### config.mk
export PLATFORM = sky130hd
export DESIGN_NAME = intf_reduce
export DESIGN_NICKNAME = d
export VERILOG_FILES = /design/src/rtl/intf_reduce.sv
export SDC_FILE = /design/constraint.sdc
export NUM_CORES = 1
export LEC_CHECK = 0
export CAP_MARGIN = 10
export CORE_MARGIN = 5
export CORE_UTILIZATION = 45
export CTS_BUF_LIST = sky130_fd_sc_hd__clkbuf_16
export DETAILED_ROUTE_END_ITERATION = 8
export PLACE_DENSITY_LB_ADDON = 0.25
export SLEW_MARGIN = 30
export SYNTH_ARGS = -nofsm -noshare
export SYNTH_HDL_FRONTEND = slang
export SYNTH_SLANG_ARGS = --single-unit
### constraint.sdc
create_clock -name clk -period 2.6 [get_ports clk]
set_clock_uncertainty 0.1 [all_clocks]
set_input_delay 0.78 -clock clk [delete_from_list [all_inputs] [get_ports clk]]
set_output_delay 0.78 -clock clk [all_outputs]
set_load 0.02 [all_outputs]
### src/rtl/intf_reduce.sv
// intf_reduce: N-channel bitwise reduction unit with buffered handshakes.
//
// Each input channel owns a DEPTH-entry FIFO. When every channel holds a word
// and the 2-entry output FIFO has room, one word is popped from each channel.
// The selected bitwise op is applied to those words and the result is queued.
//
// Ports
//   clk         clock, rising edge
//   rst_n       asynchronous active-low reset
//   in_data     NCH*DW  channel i at [i*DW +: DW]
//   in_en       NCH     per-channel push strobe
//   in_rdy      NCH     per-channel FIFO not full
//   mode_value  2       00 OR, 01 AND, 10 XOR, 11 OR
//   mode_en     1       mode write strobe
//   mode_rdy    1       mode may be written (unit idle)
//   y_en        1       pop result
//   y_data      DW      head of result FIFO, 0 when empty
//   y_rdy       1       result FIFO not empty
//   fire_count  16      saturating fire counter (only with INTF_REDUCE_STATS_EN)
//
// Build option: define INTF_REDUCE_STATS_EN to add the fire_count port.
// The counter is cleared by reset and by every accepted mode write.

module intf_reduce #(
   parameter int NCH   = 2,
   parameter int DW    = 8,
   parameter int DEPTH = 2
) (
   input  logic              clk,
   input  logic              rst_n,
   input  logic [NCH*DW-1:0] in_data,
   input  logic [NCH-1:0]    in_en,
   output logic [NCH-1:0]    in_rdy,
   input  logic [1:0]        mode_value,
   input  logic              mode_en,
   output logic              mode_rdy,
   input  logic              y_en,
   output logic [DW-1:0]     y_data,
   output logic              y_rdy
`ifdef INTF_REDUCE_STATS_EN
   ,
   output logic [15:0]       fire_count
`endif
);

   localparam int AW = $clog2(DEPTH);
   localparam logic [AW:0]   FULL_CNT = (AW+1)'(DEPTH);
   localparam logic [AW:0]   CNT_ONE  = (AW+1)'(1);
   localparam logic [AW-1:0] PTR_ONE  = AW'(1);

   // Held low through reset and for the first edge after release, so all
   // ready outputs stay low while rst_n is asserted.
   logic active;

   logic [DW-1:0] in_mem [NCH][DEPTH];
   logic [AW-1:0] rd_ptr [NCH];
   logic [AW-1:0] wr_ptr [NCH];
   logic [AW:0]   cnt    [NCH];

   logic [NCH-1:0] not_empty;
   logic [NCH-1:0] push;

   logic [DW-1:0] out_mem [2];
   logic          out_wr;
   logic          out_rd;
   logic [1:0]    out_cnt;

   logic [1:0]    mode;
   logic          fire;
   logic          pop_y;
   logic [DW-1:0] result;

   always_comb begin
      for (int i = 0; i < NCH; i++) begin
         not_empty[i] = (cnt[i] != '0);
         in_rdy[i]    = active && (cnt[i] != FULL_CNT);
      end
   end

   assign push     = in_en & in_rdy;
   assign fire     = (&not_empty) && (out_cnt != 2'd2);
   assign y_rdy    = (out_cnt != 2'd0);
   assign y_data   = y_rdy ? out_mem[out_rd] : '0;
   assign pop_y    = y_en && y_rdy;
   assign mode_rdy = active && !(|not_empty) && (out_cnt == 2'd0) && !fire;

   // Reserved mode 11 falls into the OR default.
   always_comb begin
      result = in_mem[0][rd_ptr[0]];
      for (int i = 1; i < NCH; i++) begin
         case (mode)
            2'b01:   result = result & in_mem[i][rd_ptr[i]];
            2'b10:   result = result ^ in_mem[i][rd_ptr[i]];
            default: result = result | in_mem[i][rd_ptr[i]];
         endcase
      end
   end

   always_ff @(posedge clk) begin
      for (int i = 0; i < NCH; i++) begin
         if (push[i]) in_mem[i][wr_ptr[i]] <= in_data[i*DW +: DW];
      end
      if (fire) out_mem[out_wr] <= result;
   end

   always_ff @(posedge clk or negedge rst_n) begin
      if (!rst_n) begin
         active  <= 1'b0;
         mode    <= 2'b00;
         out_wr  <= 1'b0;
         out_rd  <= 1'b0;
         out_cnt <= 2'd0;
         for (int i = 0; i < NCH; i++) begin
            rd_ptr[i] <= '0;
            wr_ptr[i] <= '0;
            cnt[i]    <= '0;
         end
      end else begin
         active <= 1'b1;
         for (int i = 0; i < NCH; i++) begin
            if (push[i]) wr_ptr[i] <= wr_ptr[i] + PTR_ONE;
            if (fire)    rd_ptr[i] <= rd_ptr[i] + PTR_ONE;
            case ({push[i], fire})
               2'b10:   cnt[i] <= cnt[i] + CNT_ONE;
               2'b01:   cnt[i] <= cnt[i] - CNT_ONE;
               default: cnt[i] <= cnt[i];
            endcase
         end
         if (fire)  out_wr <= ~out_wr;
         if (pop_y) out_rd <= ~out_rd;
         case ({fire, pop_y})
            2'b10:   out_cnt <= out_cnt + 2'd1;
            2'b01:   out_cnt <= out_cnt - 2'd1;
            default: out_cnt <= out_cnt;
         endcase
         if (mode_en && mode_rdy) mode <= mode_value;
      end
   end

`ifdef INTF_REDUCE_STATS_EN
   // A mode write and a fire never coincide: mode_rdy requires !fire.
   always_ff @(posedge clk or negedge rst_n) begin
      if (!rst_n) begin
         fire_count <= 16'd0;
      end else if (mode_en && mode_rdy) begin
         fire_count <= 16'd0;
      end else if (fire && (fire_count != 16'hFFFF)) begin
         fire_count <= fire_count + 16'd1;
      end
   end
`endif

`ifndef SYNTHESIS
   always @(posedge clk) begin
      if (rst_n) begin
         for (int i = 0; i < NCH; i++) begin
            assert (!(in_en[i] && !in_rdy[i]))
               else $warning("intf_reduce: push on channel %0d while not ready is dropped", i);
         end
      end
   end
`endif

endmodule

# Word level (Yosys, flattened, before mapping)
# Memories as Yosys holds them, arrays and structs flattened.
# Cells that the tools add are included.
# W data, S select, Z words.
word_totals:
  ram_bits: 48
  input_bits: 24
  output_inout_bits: 12
  ff_bits: 15
  memories: 2
memory_table:
  columns: ["memory", "depth", "word_bits", "rd", "rd_ports_with_merged_regs", "write_ports", "line_no", "rtl"]
  rows:
  - ["in_mem", 2, 16, 2, 0, 2, "55", "logic [DW-1:0] in_mem [NCH][DEPTH];"]
  - ["out_mem", 2, 8, 1, 0, 1, "63", "logic [DW-1:0] out_mem [2];"]
op_classes:
  addsub: 10
  n_lt_le_gt_ge: 6
  n_reduce_logical: 21
  n_bitwise: 10
  muxes: 21
  eq_ne: 11
op_table:
  columns: ["operator", "count"]
  rows:
  - ["$mux W8", 9]
  - ["$mux W16", 2]
  - ["$demux W8 S1", 2]
  - ["$pmux W8 S2", 1]
  - ["$pmux W2 S2", 3]
  - ["$reduce_bool A2 Y1", 6]
  - ["$logic_and A1 B1 Y1", 10]
  - ["$and A8 B8 Y8", 1]
  - ["$eq A2 B1 Y1 const B", 4]
  - ["$eq A2 B2 Y1 const B", 4]
  - ["$ge A2 B2 Y1 const B", 4]
  - ["$not A1 Y2", 4]
  - ["$or A8 B8 Y8", 1]
  - ["$xor A8 B8 Y8", 1]
  - ["$add A2 B1 Y2 const B", 3]
  - ["$ne A2 B2 Y1 const B", 3]
  - ["$sub A2 B1 Y2 const B", 3]
  - ["$add A1 B1 Y1 const B", 4]
  - ["$lt A2 B1 Y1 const B", 2]
  - ["$mux W1", 4]
  - ["$and A2 B2 Y2", 1]
  - ["$logic_not A1 Y1", 2]
  - ["$logic_not A2 Y1", 1]
  - ["$not A1 Y1", 2]
  - ["2 further kinds", 2]

# Longest topological paths before layout
depth:
  depth_word: 7
  mapped_depth: 8

# Worst setup path before layout
# OpenSTA, ideal clock, no wires.
synth_timing:
  kind: "register to register"
  start: "register out_cnt[1]"
  end: "memory out_mem[0][0] (enable)"
  path_slack_ps: 575
  arrival_ps: 1530
  path_stages_with_launch: 3
  setup_ps: 395
  n_path_buf: 0
  cell_sequence: "dfrtp_1 -> nor2b_2 -> nor4_1"
synth_between:
  elab_chain_cells: 4
synth_rtl:
  columns: ["element", "line_no", "rtl"]
  rows:
  - ["start: declaration", "66", "logic [1:0] out_cnt;"]
  - ["start signal: assignment", "132", "2'b10: out_cnt <= out_cnt + 2'd1;"]
  - ["start signal: assignment", "133", "2'b01: out_cnt <= out_cnt - 2'd1;"]
  - ["start signal: assignment", "134", "default: out_cnt <= out_cnt;"]
  - ["$ne A2 B2 Y1", "81", "assign fire = (&not_empty) && (out_cnt != 2'd2);"]
  - ["$logic_and A1 B1 Y1", "81", null]
  - ["$mux W1", "103", "if (fire) out_mem[out_wr] <= result;"]
  - ["$mux W1 (implied by the code)", "103", null]
  - ["end: declaration", "63", null]
# Every way passes these cells.

# Worst setup path after layout
layout_timing:
  start: "register out_rd"
  end: "output y_data[3]"
layout_between:
  elab_chain_cells: 2
layout_rtl:
  columns: ["element", "line_no", "rtl"]
  rows:
  - ["start: declaration", "65", "logic out_rd;"]
  - ["start signal: assignment", "130", "if (pop_y) out_rd <= ~out_rd;"]
  - ["$mem_v2 Z2 W8", null, null]
  - ["$mux W8", "83", "assign y_data = y_rdy ? out_mem[out_rd] : '0;"]
  - ["end: declaration", "38", "output logic [DW-1:0] y_data,"]
# Every way passes these cells.

==> impl_metrics.ini <==
[power]
power_frac_seq_pct = 37.1
p_sw_mw = 1.53
pwr-share-comb_pct = 36.0
p_clk_share_pct = 26.9
power_mw = 4.67
swShare_pct = 32.8
p_int_mw = 3.14
ir_drop_mv = 0.650
power.density_nw_per_um2 = 1270
p_leak_nw = 1.54

[min_path]
holdCritPathClass = reg -> reg

[global_route]
antenna_found_initial = 0
grt_pass1_vias = 1681
grt_remaining_overflow = 0
grt_pass1_wl_um = 7760
grtUsageTotal_pct = 12.0
grt_max_degree = 17

[timing]
hold_viol = 0
fin_tns_setup_ns = 0
report.final.slew_viol_count = 0
period_needed_ns = 2.53
fin_ws_ns = 0.0661
fmax_mhz = 395
finalSetupViolations = 0
fin_crit_sh_pct = 97.5

[clocking]
cts.sinks = 63
htree_levels = 3
clockBufferDepth = 2
cts_tree = yes
cts_root_buffer = clkbuf_16
insertion_delay_ns = 0.32
clk_pin_slew_ns = 0.05
hold_buffers = 0
numCtsBuffers = 9

[floorplan]
core-area_um2 = 6310
ios = 36
die_h_um = 90.1
rows = 29
dieArea_um2 = 8130
start_util_pct = 45.8
die_x_um = 90.1

[job]
cap_violations = 0

[critical_path]
required_ns = 1.72
cp_data_arrival_time_ns = 1.65
start_kind = register
crit_fanout = 9
rrSetupSlack_ns = 0.58
path_class = reg -> out
end_kind = output pin

[detailed_routing]
drtIter0Drc = 53
final_antenna_net_count = 0
wire_per_inst_um = 13.6
firstDrtPassIters = 4
drc = 0
vias = 1609
via_per_inst = 4.89
wirelength_um = 4470

[yosys]
syn_avg_cell_area_um2 = 14.4
ys_seq_area_share_pct = 62.9
syn-num-nets = 246
yosysWarnings = 0
synth_top_area_cell = edfxtp_1
synth.top_cell.area_share_pct = 49.9
ys_top_cells_by_area = edfxtp_1 50%, dfrtp_1 13%, ha_1 9.1%
syn_area_um2 = 2890
synth_cells = 201
synth.ff_latch_count = 63
synthDistinctLibCells = 26

[placement]
hpwl_um = 3390
place.gp.congestion = 0.724
pre_cts_ws_ns = 0.213
post_dp_cell_area_um2 = 3340
port_buffers = 35

[layout]
layout_common_cells = 48 x edfxtp_1, 31 x clkdlybuf4s50_1, 24 x mux2i_1, 22 x inv_1, 21 x ha_1
areaGrowthSynthToFinish_pct = 27.6
n_antenna_cell = 0
mostFrequentLayoutCell = edfxtp_1
final_area_um2 = 3690
fin_nets = 292
drive_above_1_share_pct = 11.1
n_fill_cell = 526

[outcome]
status = finished clean
routing by layer:
metal	part of all wire [%]	track usage (%)
met5	0	0
met4	2.3	6.33
met3	5.5	4.09
met2	48	19.1
met1	45	14.5
critical path, cell delays in order (launching register included):
cell and delay, ns:
dfrtp_2 0.49, mux2i_1 0.15, nor2_1 0.09, clkdlybuf4s50_1 0.60
final timing paths:
kind / from / to / cells after the start
worst max-delay path: out_rd / y_data[3] / 3
worst min-delay path: out_wr / out_wr / 1
worst max register to register: rd_ptr[1] / out_mem[0][0] / 5
worst min register to register: out_wr / out_wr / 1
max in group asynchronous: rst_n / out_rd / 2
min in group asynchronous: rst_n / cnt[1] / 2
registers in the layout, indices dropped and copies added (netlist names), 2 cells and up:
register / cells
out_cnt: 2
out_mem: 16
cnt: 4
mode: 2
wr_ptr: 2
rd_ptr: 2
in_mem: 32
cells in the mapped netlist:
cell	instances
nand4_1	1
nor4_1	1
buf_2	3
edfxtp_1	48
nor2b_2	1
a21oi_1	8
o211ai_1	2
mux2i_1	24
nor3_4	1
buf_6	1
mux2_1	2
a221oi_1	8
o21a_1	2
nor2_1	15
dfrtp_1	15
clkbuf_1	3
ha_1	21
nor2_2	1
xnor2_1	10
inv_1	22
and2_1	1
and3_1	3
nor2b_1	1
conb_1	1
nor4_4	1
xor2_1	5
cell families after synthesis:
kind of cell,share of synthesized area (%)
simple gates,5.28
mux,9.09
buf+inv,4.16
xor+xnor,4.55
fa+ha+maj,9.09
flops,62.9
other cells,0.130
compound gates,4.85
per-stage QoR:
step / hold slack [ns] / utilization, % / cells
2_1_floorplan: 0.355 / - / 201
3_3_place_gp: 0.376 / 53.0 / 312
3_5_place_dp: 0.376 / 53.0 / 312
4_1_cts: 0.385 / 58.1 / 328
5_1_grt: 0.404 / 58.4 / 329
6_report: 0.387 / 58.4 / 329
power groups by stage:
stage	clock network (mW)	logic [mW]	registers, mW
6_report	1.26	1.68	1.73
5_1_grt	1.33	1.86	1.78
4_1_cts	1.29	1.71	1.74
3_5_place_dp	0	1.69	1.75
3_3_place_gp	0	1.65	1.73
2_1_floorplan	0	1.29	1.62
cell type report:
cell class / instances / area (µm²) / area share (%)
inverters: 22 / 82.6 / 2.24
clock inverters: 7 / 96.3 / 2.61
clock buffers: 9 / 225 / 6.11
flip-flops and latches: 63 / 1820 / 49.3
multi-input cells: 109 / 958 / 26.0
well taps: 77 / 96.3 / 2.61
repair buffers: 42 / 409 / 11.1
what timing repair did:
item / 4_1_cts / 5_1_grt
pin swaps: 1 / 0
resized for setup: 3 / 4
setup buffers: 0 / 1
endpoints found under the setup margin: 10 / 9
(Power assumes the default switching activity.)
